### src/rtl/mem_arbiter.sv
// mem_arbiter
// Shares one single-port memory between the instruction-fetch path and the
// load/store path. It accepts one transaction at a time and sequences it
// through a request/ready/response handshake on the memory side. The response
// is routed back to whichever requester owns the transaction. Data accesses
// have priority over fetches. A starvation counter forces a pending fetch to
// win after it has lost STARVE_LIMIT arbitrations.
//
// Ports
//   clk, reset          rising-edge clock, synchronous active-high reset
//   if_req/if_addr      fetch request, held until if_gnt
//   if_gnt              fetch accepted (combinational, IDLE only)
//   if_rvalid/if_rdata  registered one-cycle fetch response
//   d_req/d_we/d_addr/d_wdata/d_wstrb  data request, held until d_gnt
//   d_gnt               data accepted (combinational, IDLE only)
//   d_rvalid/d_rdata    registered one-cycle load/store response (rdata 0 on stores)
//   mem_req/mem_we/mem_addr/mem_wdata/mem_wstrb  registered memory request
//   mem_ready           memory accepted the request this cycle
//   mem_rvalid/mem_rdata  memory response
module mem_arbiter #(
    parameter int XLEN         = 32,
    parameter int STARVE_LIMIT = 4
) (
    input  logic              clk,
    input  logic              reset,
    input  logic              if_req,
    input  logic [XLEN-1:0]   if_addr,
    output logic              if_gnt,
    output logic              if_rvalid,
    output logic [XLEN-1:0]   if_rdata,
    input  logic              d_req,
    input  logic              d_we,
    input  logic [XLEN-1:0]   d_addr,
    input  logic [XLEN-1:0]   d_wdata,
    input  logic [XLEN/8-1:0] d_wstrb,
    output logic              d_gnt,
    output logic              d_rvalid,
    output logic [XLEN-1:0]   d_rdata,
    output logic              mem_req,
    output logic              mem_we,
    output logic [XLEN-1:0]   mem_addr,
    output logic [XLEN-1:0]   mem_wdata,
    output logic [XLEN/8-1:0] mem_wstrb,
    input  logic              mem_ready,
    input  logic              mem_rvalid,
    input  logic [XLEN-1:0]   mem_rdata
);

    localparam int CW = $clog2(STARVE_LIMIT + 1);

    typedef enum logic [1:0] {IDLE, ISSUE, WAIT} state_t;

    state_t          state;
    logic [CW-1:0]   starve_cnt;
    logic            owner_d;     // 1 = transaction belongs to the data path
    logic            fetch_force;
    logic            d_win;
    logic            f_win;

    // A fetch that has lost STARVE_LIMIT times overrides data priority.
    // Grants are suppressed while reset is high so the reset cycle shows no gnt.
    assign fetch_force = if_req && (starve_cnt == CW'(STARVE_LIMIT));
    assign d_win       = !reset && (state == IDLE) && d_req && !fetch_force;
    assign f_win       = !reset && (state == IDLE) && if_req && !d_win;
    assign d_gnt       = d_win;
    assign if_gnt      = f_win;

    always_ff @(posedge clk) begin
        if (reset) begin
            state      <= IDLE;
            starve_cnt <= '0;
            owner_d    <= 1'b0;
            mem_req    <= 1'b0;
            mem_we     <= 1'b0;
            mem_addr   <= '0;
            mem_wdata  <= '0;
            mem_wstrb  <= '0;
            if_rvalid  <= 1'b0;
            if_rdata   <= '0;
            d_rvalid   <= 1'b0;
            d_rdata    <= '0;
        end else begin
            if_rvalid <= 1'b0;
            d_rvalid  <= 1'b0;
            case (state)
                IDLE: begin
                    if (d_win || f_win) begin
                        owner_d   <= d_win;
                        mem_req   <= 1'b1;
                        mem_we    <= d_win && d_we;
                        mem_addr  <= d_win ? d_addr : if_addr;
                        // Fetches carry no store data; drive zero rather than
                        // leaking the previous store's data onto the bus.
                        mem_wdata <= d_win ? d_wdata : '0;
                        mem_wstrb <= (d_win && d_we) ? d_wstrb : '1;
                        state     <= ISSUE;
                    end
                    if (f_win)
                        starve_cnt <= '0;
                    else if (if_req && starve_cnt != CW'(STARVE_LIMIT))
                        starve_cnt <= starve_cnt + 1'b1;
                end
                ISSUE: begin
                    if (mem_ready) begin
                        mem_req <= 1'b0;
                        state   <= WAIT;
                    end
                end
                WAIT: begin
                    if (mem_rvalid) begin
                        if (owner_d) begin
                            d_rvalid <= 1'b1;
                            d_rdata  <= mem_we ? '0 : mem_rdata;
                        end else begin
                            if_rvalid <= 1'b1;
                            if_rdata  <= mem_rdata;
                        end
                        state <= IDLE;
                    end
                end
                default: state <= IDLE;
            endcase
        end
    end

endmodule

### config.mk
export PLATFORM = sky130hd
export DESIGN_NAME = mem_arbiter
export DESIGN_NICKNAME = d
export VERILOG_FILES = /design/src/rtl/mem_arbiter.sv
export SDC_FILE = /design/constraint.sdc
export NUM_CORES = 1
export LEC_CHECK = 0
export ABC_AREA = 1
export CAP_MARGIN = 10
export CORE_MARGIN = 10
export CORE_UTILIZATION = 44
export DETAILED_ROUTE_END_ITERATION = 6
export PLACE_DENSITY = 0.87
export SYNTH_ARGS = -nofsm -noshare
export SYNTH_HDL_FRONTEND = slang
export SYNTH_SLANG_ARGS = --single-unit
### constraint.sdc
create_clock -name clk -period 4.4 [get_ports clk]
set_input_delay 0.44 -clock clk [delete_from_list [all_inputs] [get_ports clk]]
set_output_delay 0.44 -clock clk [all_outputs]
set_load 0.05 [all_outputs]
## Word-level counts from Yosys, hierarchy flattened

Index checks and enable logic that the tools add are counted.

| cells by class | value |
|---|---|
| reductions and logical operators | 22 |
| bitwise logic cells | 3 |
| equal/unequal tests | 7 |
| add/subtract/negate cells | 1 |
| muxes and demuxes | 15 |

Operator list:

| kind | number |
|---|---|
| 32-bit 2-to-1 mux | 3 |
| 3-bit AND reduction | 4 |
| 1-bit logical AND | 8 |
| 2-bit 2-to-1 mux | 3 |
| 3-bit 2-to-1 mux | 2 |
| 2-bit case mux with 3 select lines | 1 |
| 1-bit 2-to-1 mux | 4 |
| 4-bit 2-to-1 mux | 1 |
| 2-bit inequality test (second input constant) | 2 |
| 2-bit AND reduction | 2 |
| 2-bit nonzero test | 2 |
| 3-bit by 1-bit adder with 3-bit output (second input constant) | 1 |
| 3-bit equality test (second input constant) | 1 |
| 1-bit logical NOT | 3 |
| 3-bit inequality test (second input constant) | 1 |
| 1-bit NOT | 3 |
| 3-bit OR reduction | 1 |
| 2-bit by 1-bit equality test with 1-bit output (second input constant) | 1 |
| 2-bit equality test (second input constant) | 1 |
| 2-bit logical NOT | 1 |
| 2-bit by 1-bit inequality test with 1-bit output (second input constant) | 1 |
| 1-bit case mux with 2 select lines | 1 |
| 1-bit logical OR | 1 |

| storage, ports and cells | value |
|---|---|
| bits in registers | 142 |
| input bits | 139 |
| output and inout bits | 138 |

## Longest topological paths before layout

Gate-level depths: netlist of run 1.

| logic depth | value |
|---|---|
| depth after elaboration | 9 |
| gate-level depth with buffers | 10 |

## Least setup slack after synthesis of run 1

No wires, ideal clock.

| timing path | value |
|---|---|
| path type | flip-flop to output port |
| from | register starve_cnt[0] |
| to | output port if_gnt |
| path buffers | 1 |
| cell stages (with the launch flop) | 8 |
| slack | 2.585 ns |
| arrival time | 1.375 ns |
| required time | 3.960 ns |
| cells stage by stage | dfxtp_1 -> inv_1 -> ha_1 -> nand3_1 -> nand2_1 -> buf_2 -> nand2_1 -> inv_1 |

| on the way | value |
|---|---|
| longest elaborated chain between the ends | 6 |

RTL lines:

| element | RTL line | text |
|---|---|---|
| start, declared | 54 | `logic [CW-1:0] starve_cnt;` |
| start signal, assigned | 101 | `starve_cnt <= starve_cnt + 1'b1;` |
| 3-bit equality test | 62 | `assign fetch_force = if_req && (starve_cnt == CW'(STARVE_LIMIT));` |
| 1-bit logical AND | 62 |  |
| 1-bit logical NOT | 63 | `assign d_win = !reset && (state == IDLE) && d_req && !fetch_force;` |
| 1-bit logical AND | 63 |  |
| 1-bit logical NOT | 64 | `assign f_win = !reset && (state == IDLE) && if_req && !d_win;` |
| 1-bit logical AND | 64 |  |
| end, declared | 28 | `output logic if_gnt,` |

No other way between the ends.

## Worst setup path after layout of run 1

| timing path | value |
|---|---|
| from | input port if_req |
| to | output port if_gnt |

| on the way | value |
|---|---|
| longest elaborated chain between the ends | 5 |
| elaborated cells between the ends (all ways) | 6 |

RTL lines:

| element | RTL line | text |
|---|---|---|
| start, declared | 26 | `input logic if_req,` |
| 1-bit logical AND | 62 |  |
| 1-bit logical NOT | 63 |  |
| 1-bit logical AND | 63 |  |
| 1-bit logical NOT | 64 |  |
| 1-bit logical AND (*) | 64 |  |

Every way passes the cells marked *; elsewhere a longest branch is shown, timed or not.

==> results summary, run 1 <==
The final-stage net count is 1,144. Sorting the synthesized cells by area gives the leading types as dfxtp_1 51%, nand2_1 9.9%, o21ai_0 6.7%. The number of standard-cell rows in the floorplan is 41. The clock slew at the register clock pins of the worst setup and hold paths came out at 60 ps. The initial antenna violation count came out at 1. The width of the chip is 133 µm. The fraction of layout instances using a drive strength above 1 is 5.31%. The overall power consumption is approximately 3.4 mW. The distinct cell type count of the synthesized netlist is 24. The die span in y is 133 µm. STA classifies the critical path endpoint as an output port. By startpoint and endpoint, the worst setup path is classified as in2out. The via density per instance came out at 4.87. The count of mapped cells out of synthesis came out at 749. The final routed DRC violation total came out at 0. The synthesized design contains 0 enable-type register cells. The count of yosys warnings during synthesis came out at 0. The number of global-route vias before repair came out at 5,779.

The synthesized area per cell came out at about 7.5 µm². The top-area cell type share of the netlist area is 50.8%. Along the worst path, the maximum fanout reaches 34. The post-placement cell count came out at 1,156. The average detailed-routed wire length per instance came out at between 15 and 20 µm.

The synthesized net count came out at 890. By instance count, the leading cell after synthesis is nand2_1. The synthesis-stage register bit count is 142. Setup violations remaining at the end of the flow were counted as 0. The global routing usage summed across all routing layers came out at between 20% and 30%. In this run, CTS created clock tree buffers numbering 17. For the worst flop-to-flop path, the logic depth is 6.

The H-tree level count is 4. Once detail routing completed, the nets flagged for antenna violations numbered 0. The maximum clock path buffer count came out at 2. The tightest min-delay check is of the reg2reg type.

The global-route wire length before repair is 30,300 µm. For the worst-skew pair, the clock arrives at the later sink with an insertion delay of 410 ps. Across the run, the number of max-cap violations was 0. Counting flops with an async set or reset pin after synthesis yields a share of 0%.

The combinational power share is 19.1%. The total number of vias is 5,789. The arrival time at the worst endpoint came out at about 2600 ps.

The register share of total power came out at 40.6%. Relative to the synthesized area, the layout overhead comes to 59.6%. The power density over the cells is 379 nW/µm². STA classifies the critical path startpoint as an input pin. The clock share of power came out at 40.2%. Among all flip-flop cells after synthesis, the most frequent one is dfxtp_1. The cell-internal power is 2.44 mW.

In this run, post-CTS repair resized a total of 0 instances. After clock tree synthesis, the setup repair step added 0 buffers. By count the netlist is led by 147 x nand2_1, 142 x dfxtp_1, 92 x nor2_1.

The netlist area before placement is between 5000 and 6000 µm². The initial utilization of the core area, before any placement, comes to 44.7%. The worst voltage drop across the vdd grid came out at slightly above 0.4 mV.

The switching fraction of total power came out at 28.0%. The worst slew margin relative to its limit came out at roughly 43%. The detailed router finished its first iteration with 420 violations. The tree is rooted in a clkbuf_16.

The area used by sequential logic in the layout is 2840 µm². The iteration count of the initial detailed-routing pass came out at 5. Detailed placement ended at an HPWL of 14,000 µm. The transition time at the pin with the least slew margin came out at about 860 ps. The number of fill cells is 990. The area of placed instances came out at 8350 µm². The cell leakage power is 3.65 nW. The total area of multi-input combinational cells came out at 2210 µm².

The design area is 8930 µm². The switching power summed over all nets is 945 µW. Of all cell types, the one taking the most synthesized area is dfxtp_1. The hold-fix buffer count after cts came out at 0.

The final layout contains routed wiring with a total length of 19,400 µm. The final RePlAce weighted congestion came out at 0.800. The run finished with clean final reports. The final count of hold timing violations was 0. The boundary pin count is 277. For this run, the top clock speed supported by timing is 0.334 GHz. Input and output buffers added on the ports amount to about 280. The floorplan step defined a die boundary enclosing 17,600 µm². The count of clock tree sinks came out at about 140. Across the routed clock network, the largest skew measured is just under 10 ps. The final number of max-transition violations is 0.

Summed over all failing endpoints, the final setup total negative slack is 0 ps. TritonCTS built the clock tree. STA puts the critical path data required time at 3960 ps. Subtracting the final worst setup slack from the clock period gives 3000 ps.

The count of cells in the finished layout, fillers not included, comes to 1,189. The sequential share of the synthesized area is 50.8%. Setup repair after global routing left no endpoint under its margin.

The cell depth of the worst min-delay path is 2. The core region is roughly 13,000 µm². The pin count of the biggest net entering global routing came out at 79.

Summed over all layers, the global routing overflow is 0. The final worst-path cycle share came out at between 60 and 70%.
[flip-flops by register name (all words and copies together) (netlist names)]
register / flops
d_rdata: 32
starve_cnt: 3
state: 2
d_rvalid: 1
if_rvalid: 1
owner_d: 1
mem_wdata: 32
mem_addr: 32
if_rdata: 32
mem_we: 1
mem_req: 1
mem_wstrb: 4
[worst max-delay path, stage by stage]
cell and delay (ps):
clkdlybuf4s50_1 570, nand3_1 100, nand2_1 60, buf_4 320
nand2_1 170, inv_1 80, clkdlybuf4s50_1 820
[through the flow]
step / hold WS [ps] / setup WS [ps] / util [%]
after global placement: 447 / 1410 / 66.7
after CTS: 460 / 1380 / 71.3
final: 460 / 1400 / 71.3
after floorplan: 470 / 2590 / -
after detailed placement: 453 / 1390 / 66.7
after global routing: 476 / 1290 / 71.3
[path summary, 6_finish.rpt]
check,startpoint,endpoint,slack [ps]
worst max-delay path,if_req,if_gnt,1400
worst min-delay path,mem_wdata[6],mem_wdata[6],460
worst max register to register,state[1],d_rdata[24],2210
worst min register to register,mem_wdata[6],mem_wdata[6],460
[power by group through the flow]
stage / Combinational [mW] / Clock [mW] / Sequential, mW
2_1_floorplan: 0.191 / 0 / 1.58
3_3_place_gp: 0.641 / 0 / 1.40
3_5_place_dp: 0.646 / 0 / 1.40
4_1_cts: 0.651 / 1.38 / 1.37
5_1_grt: 0.694 / 1.44 / 1.38
6_report: 0.647 / 1.36 / 1.37
[final cells by class]
class                      count  area share (%)
sequential                   142            31.8
timing repair buffer         285            31.6
multi-input combinational    486            24.7
clock buffer                  22            5.42
inverter                      71            2.99
tap                          172            2.41
clock inverter                10           0.967
antenna                        1          0.0280
[layout by cell type (no fill, tap or decap), drive strengths merged]
cell	Yosys	routed
a21oi	72	72
buf	31	11
bufinv	0	1
clkbuf	19	22
clkdlybuf4s50	0	274
clkinv	0	5
clkinvlp	0	3
dfxtp	142	142
diode	0	1
ha	2	2
inv	71	72
nand2	149	149
nand3	68	68
nand3b	1	1
nand4	1	1
nor2	97	97
o21ai	96	96
[per-layer routing]
metal / up-vias / part of all wire (%) / GRT usage (%)
li1: 2902 / - / -
met5: - / 0 / 0
met2: 244 / 49 / 35.9
met1: 2631 / 37 / 22.4
met4: 0 / 1.1 / 5.50
met3: 12 / 13 / 12.0
[kinds of logic (layout without fill, tap and decap cells)]
logic type | Yosys count | count (layout) | share of synthesized area [%]
AND/OR/NAND/NOR | 316 | 316 | 23.6
AO/OA/AOI/OAI | 168 | 168 | 15.2
flip-flops | 142 | 142 | 50.8
buffers and inverters | 121 | 388 | 9.94
adder cells (fa/ha/maj) | 2 | 2 | 0.447
other | 0 | 1 | 0
Note: power is estimated with default switching activity, not from simulation.
==> run 2: changes to the inputs <==
--- a/config.mk
+++ b/config.mk
@@ -8,9 +8,9 @@
 export ABC_AREA = 1
 export CAP_MARGIN = 10
 export CORE_MARGIN = 10
-export CORE_UTILIZATION = 44
+export CORE_UTILIZATION = 40
 export DETAILED_ROUTE_END_ITERATION = 6
-export PLACE_DENSITY = 0.87
+export PLACE_DENSITY = 0.8
 export SYNTH_ARGS = -nofsm -noshare
 export SYNTH_HDL_FRONTEND = slang
 export SYNTH_SLANG_ARGS = --single-unit
==> constraint.sdc (replaced) <==
create_clock -name clk -period 2.95 [get_ports clk]
set_input_delay 0.295 -clock clk [delete_from_list [all_inputs] [get_ports clk]]
set_output_delay 0.295 -clock clk [all_outputs]
set_load 0.05 [all_outputs]
==> results summary, run 2 (same netlist as run 1, synthesis figures left out) <==
The min-delay analysis places its worst path in the category in2reg. The final-stage net count is between 1k and 1.5k. On the worst path, the slowest cell contributes a delay of roughly 320 ps. The final number of setup-violating endpoints is 0.

Global routing used 19.4% of the available tracks. The transition time at the pin with the least slew margin is roughly 850 ps. The global routing usage on met1 came out at about a fifth. The final global-route overflow total came out at 0. The arrival time at the worst endpoint is 1950 ps. In this run the tightest slew margin relative to its limit is between 40% and 50%. The post-detailed-route count of antenna-violating nets is 0. The tree built by TritonCTS fans out to 142 sinks. Setup repair after global routing left no endpoint under its margin. The register share of total power came out at roughly 39%. The design draws 5.33 mW. The clock share of power came out at approximately 43%.

The endpoint class of the critical path is an output port. The number of maximum-capacitance constraint violations came out at 0. The top cell types in the final layout, fill and taps aside, are 273 x clkdlybuf4s50_1, 147 x nand2_1, 142 x dfxtp_1.

The global routing stage identified its most utilized layer as met2. The overall die area is 19,100 µm². The cell sitting at the root of the clock tree is a clkbuf_16. The clock buffer count from CTS is 17. The TritonCTS clock tree is yes. The congestion estimate from routability-driven global placement came to 0.857. The setup check on the worst reg-to-reg path leaves a slack of 990 ps. The final count of hold timing violations was 0.

The critical path in this run is classified as reg2out. The fraction of layout instances using a drive strength above 1 came out at between 5 and 6%. Dividing the final minimum period by the clock period gives 76.2%.

The post-cts repair resize count is 0. In the routed design, unresolved DRC markers number 0. The H-tree level count is 4.

The combinational power share came out at 18.4%. The upper clock frequency limit is ~0.44 GHz. The total negative setup slack came out at 0 ps. For this run, the detailed router's first-pass iteration total came to 4. The start point of the critical path is starve_cnt[0]. The library cell used most frequently in the layout, excluding fill and tap cells, is clkdlybuf4s50_1. The clock reaches the later pin of the worst-skew pair after 420 ps. For this design, the CTS-stage hold fixing added 0 buffers.

Global routing consumed, on the met3 layer, between 10% and 20% of the routing resources. The effective utilization at floorplan is 40.6%. The worst voltage drop across the vdd grid came out at between 0.3 and 0.4 mV.

The signal on the critical path passes through inv_1 -> ha_1 -> nand3_1 -> nand2_1 -> buf_4 -> nand2_1 -> inv_1 -> buf_12. The worst setup path is launched from a flop. The clock period minus worst slack came out at about 2200 ps. Counting instances, the worst hold path has a depth of 3.

The count of buffers added by post-CTS timing repair for setup is 0. The initial antenna violation count is 0. The average detailed-routed wire length per instance is 16.1 µm. Of all nets on the critical path, the largest fanout is 33. The area added between synthesis and finish is 62.3%. The power density over the cells came out at 587 nW/µm². The final clock skew came out at slightly below 8 ps. The maximum clock path buffer count came out at 2. The final number of max-transition violations is 0. The boundary pin count came out at 277. The clock slew at the register clock pins of the worst setup and hold paths came out at 60 ps.

After the first detailed-routing iteration, the DRC count stood at 305. For this design the total switching power over the nets is 1.47 mW. The cell-internal power is 3.86 mW.

The die span in y came out at 138 µm. On the critical path, the stage with the largest delay is an instance of buf_4. The repair_antennas step left the layout with diodes totalling 0. The number of global-route vias before repair came out at roughly 5.7k. The die is 138 µm wide. The startpoint of the worst-slack reg-to-reg timing path is state[0]. The routed layout has 5,760 vias. The placeable core region is 13,800 µm². The endpoint identified for the worst register-to-register timing path is mem_addr[22]. Counting cells, the worst reg-to-reg path comes to 8. After legalization and detailed placement, the total HPWL measured 14,000 µm. Data on the critical path is required at its endpoint by 2650 ps. The global-route wire length before repair came out at a little over 30,000 µm. The number of standard-cell rows in the floorplan came out at 43. The pin count of the biggest net entering global routing came out at 79. The worst hold path begins at d_wdata[2].

The switching fraction of total power is 27.5%. Summed over all cells, the static leakage comes to 3.72 nW. For this run, global-route usage on met2 was measured as 31.9%.

The flow ran to the end, and the final reports show no timing, DRC or antenna violations. The via density per instance came out at 4.80. The final layout contains routed wiring with a total length of slightly below 20,000 µm. Input and output buffers added on the ports amount to 276. The path with the worst hold slack has its endpoint at mem_wdata[2].
run 2: stage by stage:
| step | hold slack [ps] | cell area, µm² | cells | setup slack, ps | utilization, % |
|---|---|---|---|---|---|
| floorplan | 430 | 5590 | 749 | 1280 | - |
| global placement | 448 | 8430 | 1167 | 836 | 61.2 |
| detailed placement | 453 | 8430 | 1167 | 783 | 61.2 |
| CTS | 415 | 9070 | 1199 | 671 | 65.9 |
| global route | 429 | 9070 | 1199 | 538 | 65.9 |
| finish | 432 | 9070 | 1199 | 702 | 65.9 |
run 2: worst max path at each step:
stage | depth (start not counted) | slack, ps | to
floorplan | 7 | 1280 | if_gnt
global placement | 7 | 840 | if_gnt
detailed placement | 8 | 780 | mem_addr[22]
CTS | 8 | 670 | if_gnt
global route | 8 | 540 | if_gnt
finish | 8 | 700 | if_gnt
run 2: cell type report:
class	instances	area, µm²
clock inverter	13	186
fill	1196	4700
clock buffer	19	453
sequential	142	2840
timing repair buffer	288	2890
inverter	71	267
multi-input combinational	486	2210
tap	180	225
run 2: power groups by stage:
stage	Combinational [mW]	Clock, mW	Sequential, mW
finish	0.978	2.30	2.05
global route	1.05	2.43	2.06
CTS	0.988	2.35	2.05
detailed placement	0.980	0	2.09
global placement	0.974	0	2.09
floorplan	0.285	0	2.36
run 2: metal layers:
| layer | wire [µm] | up-vias | share of wire (%) |
|---|---|---|---|
| met1 | 7580 | 2591 | 39 |
| met5 | 0 | - | 0 |
| met2 | 9200 | 232 | 48 |
| met4 | 316 | 0 | 1.6 |
| met3 | 2240 | 29 | 12 |
| li1 | - | 2908 | - |
run 2: critical path: cells and delay by family, from the launching register on:
kind | cells | cell delay (ps)
fa+ha+maj | 1 | 180
buf+inv | 4 | 670
flops | 1 | 310
simple gates | 3 | 360
